### config.mk
export PLATFORM = sky130hd
export DESIGN_NAME = mux_uart
export DESIGN_NICKNAME = d
export VERILOG_FILES = /design/src/rtl/mux_uart.sv
export SDC_FILE = /design/constraint.sdc
export NUM_CORES = 1
export LEC_CHECK = 0
export CAP_MARGIN = 0
export CORE_MARGIN = 4
export CORE_UTILIZATION = 40
export CTS_CLUSTER_DIAMETER = 100
export DETAILED_ROUTE_END_ITERATION = 6
export GPL_ROUTABILITY_DRIVEN = 0
export GPL_TIMING_DRIVEN = 0
export MAX_ROUTING_LAYER = met4
export PLACE_DENSITY = 0.68
export SETUP_SLACK_MARGIN = 0.5
export SYNTH_ARGS = -nofsm -noshare
export SYNTH_HDL_FRONTEND = slang
export SYNTH_SLANG_ARGS = --single-unit
### constraint.sdc
create_clock -name clock -period 2.4 [get_ports clock]
set_clock_uncertainty 0.15 [all_clocks]
set_input_delay 0.48 -clock clock [delete_from_list [all_inputs] [get_ports clock]]
set_output_delay 0.48 -clock clock [all_outputs]
set_load 0.005 [all_outputs]
### src/rtl/mux_uart.sv
// Memory-mapped 8N1 serial port: status/data byte registers at BASE/BASE+1,
// a small TX FIFO feeding the transmitter, and a single-byte RX holding register.
module mux_uart #(
  parameter logic [15:0] BASE         = 16'hF200,
  parameter int          CLKS_PER_BIT = 16,
  parameter int          FIFO_DEPTH   = 4
) (
  input  logic        clock,
  input  logic        reset,
  input  logic [15:0] addressBus,
  input  logic [7:0]  writeDataBus,
  input  logic        writeEnBus,
  output logic [7:0]  readDataBus,
  output logic        selected,
  input  logic        rx,
  output logic        tx,
  output logic        irq
);

  localparam int CW = $clog2(CLKS_PER_BIT);
  localparam int PW = $clog2(FIFO_DEPTH);
  localparam logic [CW-1:0] BAUD_LAST = CW'(CLKS_PER_BIT - 1);
  localparam logic [CW-1:0] BAUD_HALF = CW'(CLKS_PER_BIT / 2 - 1);
  localparam logic [PW:0]   DEPTH_C   = (PW + 1)'(FIFO_DEPTH);

  typedef enum logic [1:0] {S_IDLE, S_START, S_DATA, S_STOP} state_t;

  logic r_we_q;
  logic w_wr_pulse, w_sel_stat, w_sel_data, w_wr_stat, w_wr_data;

  assign w_wr_pulse = writeEnBus & ~r_we_q;
  assign w_sel_stat = (addressBus == BASE);
  assign w_sel_data = (addressBus == BASE + 16'd1);
  assign w_wr_stat  = w_wr_pulse & w_sel_stat;
  assign w_wr_data  = w_wr_pulse & w_sel_data;

  // TX FIFO
  logic [7:0]    r_mem [FIFO_DEPTH];
  logic [PW-1:0] r_wptr, r_rptr;
  logic [PW:0]   r_count;
  logic          w_empty, w_full, w_push, w_drop, w_tx_pop;

  assign w_empty = (r_count == '0);
  assign w_full  = (r_count == DEPTH_C);
  assign w_push  = w_wr_data & (~w_full | w_tx_pop);
  assign w_drop  = w_wr_data & w_full & ~w_tx_pop;

  always_ff @(posedge clock or posedge reset) begin
    if (reset) begin
      r_we_q  <= 1'b0;
      r_wptr  <= '0;
      r_rptr  <= '0;
      r_count <= '0;
    end else begin
      r_we_q <= writeEnBus;
      if (w_push)   r_wptr <= r_wptr + PW'(1);
      if (w_tx_pop) r_rptr <= r_rptr + PW'(1);
      if (w_push & ~w_tx_pop)      r_count <= r_count + (PW + 1)'(1);
      else if (~w_push & w_tx_pop) r_count <= r_count - (PW + 1)'(1);
    end
  end

  always_ff @(posedge clock) begin
    if (w_push) r_mem[r_wptr] <= writeDataBus;
  end

  // TX FSM
  state_t        r_tx_state, w_tx_state_n;
  logic [CW-1:0] r_tx_baud, w_tx_baud_n;
  logic [2:0]    r_tx_bit, w_tx_bit_n;
  logic [7:0]    r_tx_shift;
  logic          r_tx, w_tx_n, w_tx_load, w_tx_shift_en, w_tx_end, w_tx_idle;

  assign w_tx_end  = (r_tx_baud == BAUD_LAST);
  assign w_tx_idle = w_empty & (r_tx_state == S_IDLE);

  always_comb begin
    w_tx_state_n  = r_tx_state;
    w_tx_baud_n   = r_tx_baud + CW'(1);
    w_tx_bit_n    = r_tx_bit;
    w_tx_pop      = 1'b0;
    w_tx_load     = 1'b0;
    w_tx_shift_en = 1'b0;
    case (r_tx_state)
      S_IDLE: begin
        w_tx_baud_n = '0;
        if (!w_empty) begin
          w_tx_pop     = 1'b1;
          w_tx_load    = 1'b1;
          w_tx_state_n = S_START;
        end
      end
      S_START: if (w_tx_end) begin
        w_tx_baud_n  = '0;
        w_tx_bit_n   = '0;
        w_tx_state_n = S_DATA;
      end
      S_DATA: if (w_tx_end) begin
        w_tx_baud_n = '0;
        if (r_tx_bit == 3'd7) w_tx_state_n = S_STOP;
        else begin
          w_tx_bit_n    = r_tx_bit + 3'd1;
          w_tx_shift_en = 1'b1;
        end
      end
      S_STOP: if (w_tx_end) begin
        w_tx_baud_n = '0;
        if (!w_empty) begin
          w_tx_pop     = 1'b1;
          w_tx_load    = 1'b1;
          w_tx_state_n = S_START;
        end else begin
          w_tx_state_n = S_IDLE;
        end
      end
      default: w_tx_state_n = S_IDLE;
    endcase
    // Line level is registered from the next state so tx never glitches.
    w_tx_n = 1'b1;
    if (w_tx_state_n == S_START)     w_tx_n = 1'b0;
    else if (w_tx_state_n == S_DATA) w_tx_n = w_tx_shift_en ? r_tx_shift[1] : r_tx_shift[0];
  end

  always_ff @(posedge clock or posedge reset) begin
    if (reset) begin
      r_tx_state <= S_IDLE;
      r_tx_baud  <= '0;
      r_tx_bit   <= '0;
      r_tx       <= 1'b1;
    end else begin
      r_tx_state <= w_tx_state_n;
      r_tx_baud  <= w_tx_baud_n;
      r_tx_bit   <= w_tx_bit_n;
      r_tx       <= w_tx_n;
    end
  end

  always_ff @(posedge clock) begin
    if (w_tx_load)          r_tx_shift <= r_mem[r_rptr];
    else if (w_tx_shift_en) r_tx_shift <= {1'b0, r_tx_shift[7:1]};
  end

  // RX synchroniser and FSM
  logic          r_rx_s1, r_rx_s2, r_rx_prev;
  state_t        r_rx_state, w_rx_state_n;
  logic [CW-1:0] r_rx_baud, w_rx_baud_n;
  logic [2:0]    r_rx_bit, w_rx_bit_n;
  logic          r_rx_brk, w_rx_brk_n;
  logic [7:0]    r_rx_shift;
  logic          w_rx_shift_en, w_rx_done, w_rx_ferr, w_rx_end;

  assign w_rx_end = (r_rx_baud == BAUD_LAST);

  always_comb begin
    w_rx_state_n  = r_rx_state;
    w_rx_baud_n   = r_rx_baud + CW'(1);
    w_rx_bit_n    = r_rx_bit;
    w_rx_brk_n    = r_rx_brk;
    w_rx_shift_en = 1'b0;
    w_rx_done     = 1'b0;
    w_rx_ferr     = 1'b0;
    case (r_rx_state)
      S_IDLE: begin
        w_rx_baud_n = '0;
        w_rx_brk_n  = 1'b0;
        if (r_rx_prev & ~r_rx_s2) w_rx_state_n = S_START;
      end
      S_START: if (r_rx_baud == BAUD_HALF) begin
        w_rx_baud_n  = '0;
        w_rx_bit_n   = '0;
        w_rx_state_n = r_rx_s2 ? S_IDLE : S_DATA;
      end
      S_DATA: if (w_rx_end) begin
        w_rx_baud_n   = '0;
        w_rx_shift_en = 1'b1;
        if (r_rx_bit == 3'd7) w_rx_state_n = S_STOP;
        else                  w_rx_bit_n   = r_rx_bit + 3'd1;
      end
      S_STOP: begin
        // After a bad stop bit, hold here until the line returns high.
        if (r_rx_brk) begin
          w_rx_baud_n = '0;
          if (r_rx_s2) w_rx_state_n = S_IDLE;
        end else if (w_rx_end) begin
          w_rx_baud_n = '0;
          if (r_rx_s2) begin
            w_rx_done    = 1'b1;
            w_rx_state_n = S_IDLE;
          end else begin
            w_rx_ferr  = 1'b1;
            w_rx_brk_n = 1'b1;
          end
        end
      end
      default: w_rx_state_n = S_IDLE;
    endcase
  end

  always_ff @(posedge clock or posedge reset) begin
    if (reset) begin
      r_rx_s1    <= 1'b1;
      r_rx_s2    <= 1'b1;
      r_rx_prev  <= 1'b1;
      r_rx_state <= S_IDLE;
      r_rx_baud  <= '0;
      r_rx_bit   <= '0;
      r_rx_brk   <= 1'b0;
    end else begin
      r_rx_s1    <= rx;
      r_rx_s2    <= r_rx_s1;
      r_rx_prev  <= r_rx_s2;
      r_rx_state <= w_rx_state_n;
      r_rx_baud  <= w_rx_baud_n;
      r_rx_bit   <= w_rx_bit_n;
      r_rx_brk   <= w_rx_brk_n;
    end
  end

  always_ff @(posedge clock) begin
    if (w_rx_shift_en) r_rx_shift <= {r_rx_s2, r_rx_shift[7:1]};
  end

  // Status flags; a set event takes priority over a CPU clear in the same cycle.
  logic       r_rx_ready, r_overrun, r_ferr, r_tx_ovf, r_irq;
  logic [7:0] r_rx_data;
  logic [7:0] w_status;

  always_ff @(posedge clock or posedge reset) begin
    if (reset) begin
      r_rx_ready <= 1'b0;
      r_overrun  <= 1'b0;
      r_ferr     <= 1'b0;
      r_tx_ovf   <= 1'b0;
      r_rx_data  <= '0;
      r_irq      <= 1'b1;
    end else begin
      if (w_rx_done)                      r_rx_ready <= 1'b1;
      else if (w_wr_stat & writeDataBus[0]) r_rx_ready <= 1'b0;
      if (w_rx_done & r_rx_ready & ~(w_wr_stat & writeDataBus[0])) r_overrun <= 1'b1;
      else if (w_wr_stat & writeDataBus[2])                        r_overrun <= 1'b0;
      if (w_rx_ferr)                        r_ferr <= 1'b1;
      else if (w_wr_stat & writeDataBus[4]) r_ferr <= 1'b0;
      if (w_drop)                           r_tx_ovf <= 1'b1;
      else if (w_wr_stat & writeDataBus[5]) r_tx_ovf <= 1'b0;
      if (w_rx_done) r_rx_data <= r_rx_shift;
      r_irq <= r_rx_ready | w_tx_idle;
    end
  end

  assign w_status = {2'b00, r_tx_ovf, r_ferr, w_tx_idle, r_overrun, ~w_full, r_rx_ready};

  always_comb begin
    readDataBus = 8'h00;
    if (w_sel_stat)      readDataBus = w_status;
    else if (w_sel_data) readDataBus = r_rx_data;
  end

  assign selected = w_sel_stat | w_sel_data;
  assign tx       = r_tx;
  assign irq      = r_irq;

endmodule

==> results.txt, run 1 <==
The worst-case hold slack is 0.2093 ns. The synthesized area is 4124 um^2. The unique cell type count in the Yosys netlist came out at 51. For this run, asynchronously set or reset flops after synthesis account for 47.83%.

At the worst endpoint, the arrival time is 2.59 ns. The ratio of final minimum period to clock period came out at 104.0%. The hold violation total from the final report came out at 0. The total via count after detailed routing came out at 2,619. The final design instance area without fill came out at 5655 um^2. TritonCTS built the clock tree. The checks that failed: negative setup slack. The fraction of layout cells with a size suffix above 1 came out at 46.53%. At the pin with the least slew margin, the transition time is 0.6224 ns. The post-synthesis sequential area ratio is 61.80%. Counting the buffers created by CTS gives 9. The max-cap check violation count came out at 0. The half-perimeter wire length after detailed placement is 5.172 mm. The power density of the placed cells is 568.8 nW/um^2. The largest fanout of any net on the critical path came out at 2.

The number of H-tree levels is 3. The via density per instance came out at 5.017. The antenna diode count came out at 0. The required time of the critical path came out at 2.49 ns. The capturing element type of the critical path is a flop. After layout, the minimum clock period comes to 2.496 ns. The power share of the sequential group is 54.3%. The first global-routing pass estimated 13.62 mm of wire.

The floorplan step defined a die boundary enclosing 12,000 um^2. The total count of max-transition violations in the final report is 0. Counting flops with a built-in enable in the synthesized netlist gives 48. The number of ports placed on the die boundary is 39. In the routed design, unresolved DRC markers number 0.

The min-delay analysis places its worst path in the category in2async. The synthesized area divided by synthesized cell count came out at 14.27 um^2. The quantity of hold-fixing buffers added after cts is 0. From synthesis to final layout, the design area changed by 37.14%. The final layout net count came out at 433. The placed instance area came out at 4791 um^2. The overall overflow remaining after global route is 0. The setup path with the least slack is of type reg2reg. The number of sinks driven by the clock tree came out at 92. The maximum count of clock buffers along a single path is 2. The accumulated negative setup slack came out at -0.1110 ns. The run finished, with violations left. The first detailed-routing pass ran for 4 iterations. Cells fill 57.07% of the core in the end. The via count of the first global-routing pass came to 2,823. The global router's overall resource usage is 15.25%.

The region available for standard cell placement spans 9910 um^2. The initial antenna violation count came out at 0. The die width is 109.5 um. The effective utilization at floorplan is 41.62%.

The highest ir drop seen on vdd is 0.3605 mV. The slack of the worst reg-to-reg path came out at -0.1 ns. The switching part of the total is 27.37%. The top flip-flop cell by instance count after synthesis is edfxtp_1. The internal power came out at 2.336 mW.

The post-route total power came out at 3.217 mW. The number of standard cells after synthesis is 289. The non-filler instance count after layout is 522.

The biggest area consumer among synthesized cells is edfxtp_1. The post-synth net total came out at 338. The number of DRC markers after the initial detailed-route iteration is 115. Setup repair after global routing could not meet its margin everywhere. The placed instance count is 461. In the post-synthesis netlist, the biggest area contributors are edfxtp_1 35%, dfrtp_1 24%, ha_1 6.1%, mux2_2 4.9%, mux4_2 4.4%. The final worst slack is -0.09643 ns.

The tree is rooted in a clkbuf_8. Setup violations remaining at the end of the flow were counted as 2. The clock insertion delay at the later pin of the skew report is 0.35 ns. The number of port buffers came out at 38.

The area share of the largest cell type after synthesis is 34.95%. Combinational logic is responsible for 17.1% of the overall power. The site row count came out at 36.

The Yosys warning count is 0. The pin count of the biggest net entering global routing is 36. Timing analysis after detailed placement gives a worst setup slack of -0.8864 ns. Wires add up to 8.385 mm. The clock transition time at the flip-flop clock pins of the worst setup and hold paths came out at 0.09 ns. The detail route stage leaves a number of antenna-violating nets equal to 0. The vertical die dimension is 109.5 um. The highest attainable clock frequency is 400.6 MHz.

Summed over all nets, the switching power comes to 880.6 uW. The synthesis-stage register bit count is 92. The static leakage came out at 2.271 nW. The clock share of power came out at 28.6%. The filler cell count in the final layout came out at 785. The routed length per instance came out at 16.06 um.

The worst pin sits at a relative slew slack of 58.51%. The worst setup path is launched from a flop.
## layer usage
layer	wire length [um]	GRT usage (%)
met1	3619	17.90
met4	190	5.788
met2	4278	25.76
met3	297	3.288
met5	0	-
## cell usage in the layout, fill, tap and decap left out, types with 6 or more instances in the layout
cell and n:
a22o_1 6, inv_1 7, mux4_2 8, clkbuf_8 10
buf_4 27, mux2_4 10, buf_6 21, mux2_2 9
inv_2 9, nor2_4 7, clkdlybuf4s50_1 11, buf_2 13
ha_4 9, nand2_1 15, and2_4 6, ha_1 9
edfxtp_1 48, dfrtp_1 37, nor2_1 11
## logic make-up after synthesis
group | Yosys count | synth area share, %
flops | 92 | 61.80
simple gates | 77 | 10.38
compound gates | 34 | 5.886
mux | 34 | 11.35
buf+inv | 22 | 2.124
fa+ha+maj | 21 | 6.553
xor+xnor | 9 | 1.912
## final timing paths
kind                                    from           end  cells past startpoint
worst max register to register  r_tx_baud[0]    r_count[2]                     11
max in group asynchronous              reset       r_rx_s1                      3
worst min register to register       r_rx_s1       r_rx_s2                      0
worst max-delay path            r_tx_baud[0]    r_count[2]                     11
min in group clock                   r_rx_s1       r_rx_s2                      0
worst min-delay path                   reset  r_tx_baud[1]                      2
## cells in the mapped netlist (7+ instances only)
cell	instances
and2_1	7
nor3_1	7
inv_1	17
dfrtp_1	39
mux4_2	8
nor2_1	21
edfxtp_1	48
mux2i_1	7
a21oi_1	7
nand2_1	18
mux2_2	18
ha_1	20
## worst max-delay path, stage by stage (launching register included)
cell     delay, ns
dfrtp_1       0.37
ha_2          0.19
and3_4        0.20
a21oi_4       0.06
o21ai_2       0.16
nor4b_4       0.29
ha_4          0.18
inv_2         0.03
fa_2          0.32
xor2_1        0.18
nor2_1        0.08
xor2_1        0.16
## power groups by stage
stage	clock network (mW)	logic [mW]	registers (mW)
final	0.919	0.551	1.75
after global routing	1.01	0.594	1.75
after CTS	0.945	0.443	1.73
after detailed placement	0	0.358	1.76
after global placement	0	0.348	1.76
after floorplan	0	0.247	1.75
## state kept, by name, indices dropped and copies added (netlist names), 2 cells and up, named ones only
register,flops
r_count,3
r_mem,32
r_rptr,2
r_rx_baud,4
r_rx_bit,3
r_rx_data,8
r_rx_shift,8
r_tx_baud,4
r_tx_bit,3
r_tx_shift,8
r_tx_state,2
r_wptr,2
## cell type report
class	instances	area [um^2]	share of cell area, %
flip-flops and latches	92	2551	45.11
clock buffers	10	127.6	2.257
clock inverters	6	40.04	0.7080
repair buffers	84	770.7	13.63
well taps	133	166.4	2.942
inverters	17	66.31	1.173
plain buffers	5	45.04	0.7965
multi-input cells	175	1888	33.38
## timing repair
action | 4_1_cts | 5_1_grt
pin swaps | 27 | 26
endpoints found under the setup margin | 92 | 81
gates resized for setup | 132 | 54
buffers inserted | 30 | 13
cloned | 2 | 0
endpoints found under the hold margin | 0 | 0
(Power assumes the default switching activity.)
==> inputs of run 2 (changes only) <==
--- a/config.mk
+++ b/config.mk
@@ -5,8 +5,8 @@
 export SDC_FILE = /design/constraint.sdc
 export NUM_CORES = 1
 export LEC_CHECK = 0
+export ABC_AREA = 1
 export CAP_MARGIN = 0
-export CORE_MARGIN = 4
 export CORE_UTILIZATION = 40
 export CTS_CLUSTER_DIAMETER = 100
 export DETAILED_ROUTE_END_ITERATION = 6
==> run 2 against run 1 <==
  * The run now ends clean
  * Design area barely moved
  * Non-clock buffer count fell by 4
  * Register-to-register slack improved by 0.14 ns
  * Sequential power barely moved
  * Utilization fell by 2.3 points
  * Routed wire length rose by 9.6%
  * Maximum frequency rose by 6.0%
  * Clock power rose by 19%
  * Combinational power fell by 27%
  * Highest routed layer unchanged
==> results.txt, run 2 <==
Outcome: finished, final reports clean (was complete, but fails checks). The required time of the critical path was 2.33 ns (was 2.49 ns). The data arrival time of the worst path came out at 2.28 ns (was 2.59 ns). The first-pass GRT wire length is 14.70 mm (was 13.62 mm). The remaining number of nets flagged by the antenna check after routing came out at 0 (unchanged). The area of the core region is 10,320 um^2 (was 9910 um^2). The site row count is 37 (was 36). The clock insertion delay at the later pin of the skew report came out at 0.37 ns (was 0.35 ns). Worst-path cell chain: ha_4 -> nand3_4 -> o21ai_4 -> nand2_4 -> nand2_4 -> nand2_4 -> buf_4 -> buf_6 -> buf_6 -> buf_6 -> buf_6 -> nor2_4 -> buf_12 (was ha_2 -> and3_4 -> a21oi_4 -> o21ai_2 -> nor4b_4 -> ha_4 -> inv_2 -> fa_2 -> xor2_1 -> nor2_1 -> xor2_1). The number of ports placed on the die boundary is 39 (unchanged). The total setup violations reported at the end of the flow is 0 (was 2).

The power density of the placed cells is 566.2 nW/um^2 (was 568.8 nW/um^2). The number of sinks driven by the clock tree is 92 (unchanged). The static leakage came out at 2.450 nW (was 2.271 nW). The root buffer cell was clkbuf_8 (unchanged). The largest fanout of any net on the critical path came out at 8 (was 2). The routed length per instance came out at 14.02 um (was 16.06 um). The internal power is 2.358 mW (was 2.336 mW). The effective utilization at floorplan is 41.22% (was 41.62%). The max-cap check violation count was 0 (unchanged). The final critical-path required period is 2.354 ns (was 2.496 ns). The cell with the most instances on the worst path is buf_6 (was xor2_1). The post-synthesis sequential area ratio came out at 59.89% (was 61.80%). The post-synth net total came out at 472 (was 338). The half-perimeter wire length after detailed placement was 5.678 mm (was 5.172 mm). The number of port buffers was 38 (unchanged). Most frequent cells in the layout: 52 x nor2_1, 52 x nand2_1, 48 x inv_1, 48 x edfxtp_1, 39 x dfrtp_1 (was 48 x edfxtp_1, 37 x dfrtp_1, 27 x buf_4). The maximum cell stage delay along the critical path was 0.40 ns (was 0.37 ns). The via count of the first global-routing pass is 3,243 (was 2,823). The clock share of power came out at 33.9% (was 28.6%). The global router's overall resource usage is 17.63% (was 15.25%). The biggest area consumer among synthesized cells is edfxtp_1 (unchanged). The non-filler instance count after layout came out at 655 (was 522). The kind of start point of the critical path was a flop (unchanged). The final layout net count came to 563 (was 433). The die area was 11,050 um^2 (was 12,000 um^2).

The antenna diode count is 0 (unchanged). The quantity of hold-fixing buffers added after cts came to 0 (unchanged). The Yosys warning count was 0 (unchanged). The number of flops mapped to enable cells by yosys came out at 48 (unchanged). The worst slack at placement is -0.5166 ns (was -0.8864 ns). The number of DRC markers after the initial detailed-route iteration was 212 (was 115). The top flip-flop cell by instance count after synthesis is edfxtp_1 (unchanged). The vertical die dimension came out at 105.1 um (was 109.5 um).

The buffers plus inverters on the worst setup path is 6 (was 1). The part of the power in combinational logic is 12.5% (was 17.1%). The synthesis-stage register bit count is 92 (unchanged). The die width is 105.1 um (was 109.5 um).

The highest ir drop seen on vdd came out at 0.5681 mV (was 0.3605 mV). Top cells by area in the synthesized netlist: edfxtp_1 34%, dfrtp_1 23%, nor2_1 6.5%, ha_1 5.9%, nand2_1 5.4% (was edfxtp_1 35%, dfrtp_1 24%, ha_1 6.1%, mux2_2 4.9%, mux4_2 4.4%). The clock tree from TritonCTS is done (unchanged). The clock transition time at the flip-flop clock pins of the worst setup and hold paths was 0.09 ns (about the same). The fraction of registers with async set/reset is 47.83% (unchanged).

Setup repair after global routing missed its margin: yes (unchanged). The number of flip-flops under the largest register name is 32 (unchanged). The via density per instance came out at 4.940 (was 5.017).

The number of standard cells after synthesis is 423 (was 289). The filler cell count in the final layout is 832 (was 785). The DRC violation count after routing came out at 0 (unchanged).

The final wirelength was 9.186 mm (was 8.385 mm). The area share of the largest cell type after synthesis came out at 33.87% (was 34.95%). The fraction of layout cells with a size suffix above 1 is 30.64% (was 46.53%).

The cell class contributing the biggest share of worst-path delay is buffers and inverters (was adder cells). The hold violation total from the final report is 0 (unchanged). The highest attainable clock frequency came out at 424.8 MHz (was 400.6 MHz). The total iterations of the first detailed-routing run is 4 (unchanged). The startpoint-to-endpoint class of the critical path was reg2reg (unchanged).

The pin count of the biggest net entering global routing came out at 36 (unchanged). The worst relative slew slack is 51.51% (was 58.51%). The number of H-tree levels came out at 3 (unchanged). The total count of max-transition violations in the final report is 0 (unchanged). The placed instance count is 598 (was 461). The number of buffers added by the clock tree synthesis step came out at 9 (unchanged). The power share of the sequential group is 53.6% (was 54.3%). The ratio of final minimum period to clock period came out at 98.09% (was 104.0%). The worst-margin pin slew came to 0.7247 ns (was 0.6224 ns).

The unique cell type count in the Yosys netlist came out at 33 (was 51). The initial antenna violation count came out at 0 (unchanged). The synthesized area divided by synthesized cell count was 10.06 um^2 (was 14.27 um^2). The accumulated negative setup slack came out at 0 ns (was -0.1110 ns).

The synthesized area is 4255 um^2 (was 4124 um^2). The layout overhead on the synthesized area is 32.99% (was 37.14%). The worst-path cell with the longest stage delay is dfrtp_1 (unchanged). The net switching power figure came to 846.7 uW (was 880.6 uW).

The most used standard cell by instance count after synthesis is nor2_1 (was edfxtp_1). Leading post-synthesis cells by instance count: 74 x nor2_1, 61 x nand2_1, 58 x inv_1 (was 48 x edfxtp_1, 39 x dfrtp_1, 21 x nor2_1). The class of the tightest hold or removal check was in2async (unchanged). The final worst slack came out at 0.04596 ns (was -0.09643 ns). The capturing element type of the critical path was a flop (unchanged).

The maximum count of clock buffers along a single path came to 2 (unchanged). The total via count after detailed routing is 3,236 (was 2,619). The overall overflow remaining after global route is 0 (unchanged).

The register bank with the most flops is r_mem (unchanged). The switching part of the total is 26.42% (was 27.37%).
==> run 2: cells by family (layout without fill, tap and decap cells) <==
group / after synthesis / count (layout) / synth area share [%]
AO/OA/AOI/OAI: 69 / 69 / 8.880
adder cells (fa/ha/maj): 21 / 21 / 6.351
AND/OR/NAND/NOR: 169 / 170 / 17.26
flip-flops: 92 / 92 / 59.89
buffers and inverters: 65 / 160 / 6.086
XOR/XNOR: 5 / 5 / 1.029
multiplexers: 2 / 2 / 0.4998
==> run 2: power groups by stage <==
stage               Combinational, mW  Clock, mW  Sequential (mW)
finish                          0.400       1.09             1.72
CTS                             0.367       1.11             1.71
global placement                0.351          0             1.75
detailed placement              0.365          0             1.75
global route                    0.451       1.18             1.72
floorplan                       0.248          0             1.74
==> run 2: final timing paths <==
path / from / end / slack, ns / cells after the start
min reg2reg: r_rx_s1 / r_rx_s2 / 0.21 / 0
min: reset / r_rx_bit[1] / 0.19 / 2
min in group clock: r_rx_s1 / r_rx_s2 / 0.21 / 0
max reg2reg: r_tx_baud[1] / r_mem[0][6] / 0.05 / 13
max in group asynchronous: reset / r_rx_prev / 1.39 / 3
max: r_tx_baud[1] / r_mem[0][6] / 0.05 / 13
==> run 2: area by class of cell <==
type | instances | area, um^2 | area share (%)
multi-input combinational | 267 | 1769 | 31.26
clock inverter | 6 | 71.32 | 1.260
buffer | 6 | 43.79 | 0.7738
timing repair buffer | 79 | 689.4 | 12.18
clock buffer | 10 | 137.6 | 2.432
inverter | 59 | 229.0 | 4.046
tap | 136 | 170.2 | 3.007
sequential | 92 | 2549 | 45.04
==> run 2: through the flow <==
stage | hold WS (ns) | utilization, % | power [mW] | area, um^2
after floorplan | 0.1952 | - | 1.991 | 4300
after global placement | 0.1966 | 46.99 | 2.097 | 4851
after detailed placement | 0.1987 | 47.18 | 2.112 | 4871
after CTS | 0.1802 | 52.72 | 3.192 | 5443
after global routing | 0.1803 | 54.82 | 3.350 | 5659
final | 0.1937 | 54.82 | 3.204 | 5659
==> run 2: worst register-to-register path, cell delays in order (launching register included) <==
cell and delay [ns]:
dfrtp_1 0.40, ha_4 0.17, nand3_4 0.09, o21ai_4 0.21, nand2_4 0.10, nand2_4 0.08
nand2_4 0.07, buf_4 0.14, buf_6 0.10, buf_6 0.10, buf_6 0.11, buf_6 0.11
nor2_4 0.09, buf_12 0.14
==> run 2: timing repair <==
item | in CTS | in global routing
resized for setup | 115 | 64
pin swaps | 37 | 34
cloned | 1 | 0
buffers inserted | 28 | 12
setup endpoints to repair | 65 | 74
==> run 2: per-layer routing <==
layer	GRT usage, %	vias to the layer above	part of all wire (%)
met1	19.81	1601	41
met2	30.89	48	54
met3	3.743	12	3.1
met4	6.439	0	1.7
li1	-	1575	-
met5	-	-	0
==> patch: new RTL, flow settings as in run 1 <==
Add an input register stage for `addressBus`, `writeDataBus`, `writeEnBus` and `rx`, with the module's reset; this delays them by one clock.
--- a/src/rtl/mux_uart.sv
+++ b/src/rtl/mux_uart.sv
@@ -27,2 +27,21 @@
 
+  logic [15:0] addressBus_q;
+  logic [7:0] writeDataBus_q;
+  logic writeEnBus_q;
+  logic rx_q;
+
+  always_ff @(posedge clock or posedge reset) begin
+    if (reset) begin
+      addressBus_q   <= '0;
+      writeDataBus_q <= '0;
+      writeEnBus_q   <= '0;
+      rx_q           <= '0;
+    end else begin
+      addressBus_q   <= addressBus;
+      writeDataBus_q <= writeDataBus;
+      writeEnBus_q   <= writeEnBus;
+      rx_q           <= rx;
+    end
+  end
+
   logic r_we_q;
@@ -30,5 +49,5 @@
 
-  assign w_wr_pulse = writeEnBus & ~r_we_q;
-  assign w_sel_stat = (addressBus == BASE);
-  assign w_sel_data = (addressBus == BASE + 16'd1);
+  assign w_wr_pulse = writeEnBus_q & ~r_we_q;
+  assign w_sel_stat = (addressBus_q == BASE);
+  assign w_sel_data = (addressBus_q == BASE + 16'd1);
   assign w_wr_stat  = w_wr_pulse & w_sel_stat;
@@ -54,3 +73,3 @@
     end else begin
-      r_we_q <= writeEnBus;
+      r_we_q <= writeEnBus_q;
       if (w_push)   r_wptr <= r_wptr + PW'(1);
@@ -63,3 +82,3 @@
   always_ff @(posedge clock) begin
-    if (w_push) r_mem[r_wptr] <= writeDataBus;
+    if (w_push) r_mem[r_wptr] <= writeDataBus_q;
   end
@@ -208,3 +227,3 @@
     end else begin
-      r_rx_s1    <= rx;
+      r_rx_s1    <= rx_q;
       r_rx_s2    <= r_rx_s1;
@@ -237,9 +256,9 @@
       if (w_rx_done)                      r_rx_ready <= 1'b1;
-      else if (w_wr_stat & writeDataBus[0]) r_rx_ready <= 1'b0;
-      if (w_rx_done & r_rx_ready & ~(w_wr_stat & writeDataBus[0])) r_overrun <= 1'b1;
-      else if (w_wr_stat & writeDataBus[2])                        r_overrun <= 1'b0;
+      else if (w_wr_stat & writeDataBus_q[0]) r_rx_ready <= 1'b0;
+      if (w_rx_done & r_rx_ready & ~(w_wr_stat & writeDataBus_q[0])) r_overrun <= 1'b1;
+      else if (w_wr_stat & writeDataBus_q[2])                        r_overrun <= 1'b0;
       if (w_rx_ferr)                        r_ferr <= 1'b1;
-      else if (w_wr_stat & writeDataBus[4]) r_ferr <= 1'b0;
+      else if (w_wr_stat & writeDataBus_q[4]) r_ferr <= 1'b0;
       if (w_drop)                           r_tx_ovf <= 1'b1;
-      else if (w_wr_stat & writeDataBus[5]) r_tx_ovf <= 1'b0;
+      else if (w_wr_stat & writeDataBus_q[5]) r_tx_ovf <= 1'b0;
       if (w_rx_done) r_rx_data <= r_rx_shift;
Behaviour: not the same (Yosys sat finds a counterexample within 4 cycles, from zero or initial values and one cycle with reset high).
==> patch against run 1 <==
The run still ends with negative setup slack left; final cell count up 8.8%; worst setup slack worse by 0.049 ns; sequential cell count rose by 26; cell area grew 17%; area after synthesis is 17% higher; first-iteration DRC count grew 23%; wire length grew 10%; synthesized cell count rose by 9.7%; highest routed layer unchanged.
Power is not compared: it rests on default switching activity, and its combinational part moved more than twofold at a synthesized area within 25%.
==> patch: results (changes against run 1) <==
* Status: finished with violations (unchanged)
* Violated checks: negative setup slack (unchanged)
* Top FF cell, synth: dfrtp_1 (was edfxtp_1)
* CTS root buf: clkbuf_16 (was clkbuf_8)
* Met1 Use GR at 0.169 (was 0.179)
* Max IR drop VDD at 0.000605 V
* Drt initial violations at 142 (was 115)
* R2R Path Start: r_tx_state[0] (was r_tx_baud[0])
* Top routing layer in use: met4 (unchanged)
* Worst Path Max Fanout at 3 (was 2)
* Unique masters post-synth at 48 (was 51)
* Met2 GRT Util at 0.220 (was 0.258)
* CTS buffer count at 17 (was 9)
* Hold Path Class: flip-flop to flip-flop (was input port to async pin)
* Dominant cells by area after synthesis: dfrtp_1, edfxtp_1, ha_1 (was edfxtp_1, dfrtp_1, ha_1)
* CP max stage delay at 0.44 ns (was 0.37 ns)
* Post-synth EDFFs at 48 (unchanged)
* Slowest CP cell: dfrtp_2 (was dfrtp_1)
* Vias in the first global route at 3038 (was 2823)
* Placed cell areas at 0.00542 mm² (was 0.00479 mm²)
* TNS Setup at -0.781 ns (was -0.111 ns)
* FILL cells at 876 (was 785)
* Post-cts hold buffer count at 0 (unchanged)
* Met3 Use GR at 0.0394 (was 0.0329)
* Met2 WL at 4.77 mm (was 4.28 mm)
* Top flop regs: r_mem (32), addressBus_q (16)
* Clock latency on the worst-skew pair at 0.40 ns (was 0.35 ns)
* Layout cells sized above 1 at 0.407 (was 0.465)
* H-Tree Depth at 4 (was 3)
* Largest net degree at the start of global routing at 37 (was 36)
* Post-CTS Repair Setup Buffers at 18 (was 30)
* First-pass GRT wire length at 14.7 mm (was 13.6 mm)
* Post-route setup slack at -0.145 ns (was -0.0964 ns)
* Routed WL at 9.23 mm (was 8.39 mm)
* Seq/Total Area, Yosys at 0.664 (was 0.618)
* Tightest Pin Transition at 0.736 ns (was 0.622 ns)
* Post_cts resized at 81 (was 132)
* Most common library cells after synthesis: dfrtp_1, edfxtp_1, ha_1 (was edfxtp_1, dfrtp_1, nor2_1)
* # setup viols final at 10 (was 2)
* Area taken by flip-flops and latches at 0.00320 mm² (was 0.00255 mm²)
* Met3 wire len at 304 µm (was 297 µm)
* Worst-path clk slew at 0.05 ns (was 0.09 ns)
* Routed via count at 2875 (was 2619)
* Post-DP HPWL at 5.41 mm (was 5.17 mm)
* Nets at 461 (was 433)
* Post-synth net total at 366 (was 338)
* Pre-CTS WS at -0.396 ns (was -0.886 ns)
* GRT Util Overall at 0.139 (was 0.153)
patch: cell count changes after synthesis, moves of 3 or more:
cell,before,now
inv_1,17,14
nand2_1,18,15
nand3_1,3,6
dfrtp_1,39,65
and2_2,0,4
buf_2,1,4
nor2_1,21,17
and2_1,7,3
and3_1,1,5
patch: power by group through the flow:
stage               clock [mW]  combinational, mW  sequential [mW]
floorplan                    0              0.746             2.44
global placement             0              0.957             2.46
detailed placement           0              0.989             2.47
CTS                       2.56               1.10             2.44
global route              2.65               1.60             2.50
finish                    2.52               1.43             2.48
patch: worst min-delay path by stage:
stage          startpoint  endpoint  slack [ns]  depth (start not counted)
2_1_floorplan        rx_q   r_rx_s1        0.18                          0
3_3_place_gp         rx_q   r_rx_s1        0.19                          0
3_5_place_dp         rx_q   r_rx_s1        0.19                          0
4_1_cts              rx_q   r_rx_s1        0.20                          0
5_1_grt           r_rx_s1   r_rx_s2        0.21                          0
6_report          r_rx_s1   r_rx_s2        0.21                          0
patch: through the flow:
stage	hold WS (ns)	instances
final	0.205	568
after global routing	0.213	568
after CTS	0.204	549
after detailed placement	0.188	499
after global placement	0.185	498
after floorplan	0.183	317
patch: kinds of logic after synthesis:
kind of cell / synth area share
adder cells (fa/ha/maj): 0.0561
AND/OR/NAND/NOR: 0.0940
multiplexers: 0.0948
buffers and inverters: 0.0205
XOR/XNOR: 0.0164
flip-flops: 0.664
AO/OA/AOI/OAI: 0.0545
patch: cell type report:
cell class	count	share of cell area
Tap cell	143	0.0269
Multi-Input combinational cell	176	0.275
Inverter	14	0.00961
Clock buffer	19	0.0667
Clock inverter	13	0.0234
Buffer	9	0.0113
Sequential cell	118	0.482
Timing Repair Buffer	76	0.105
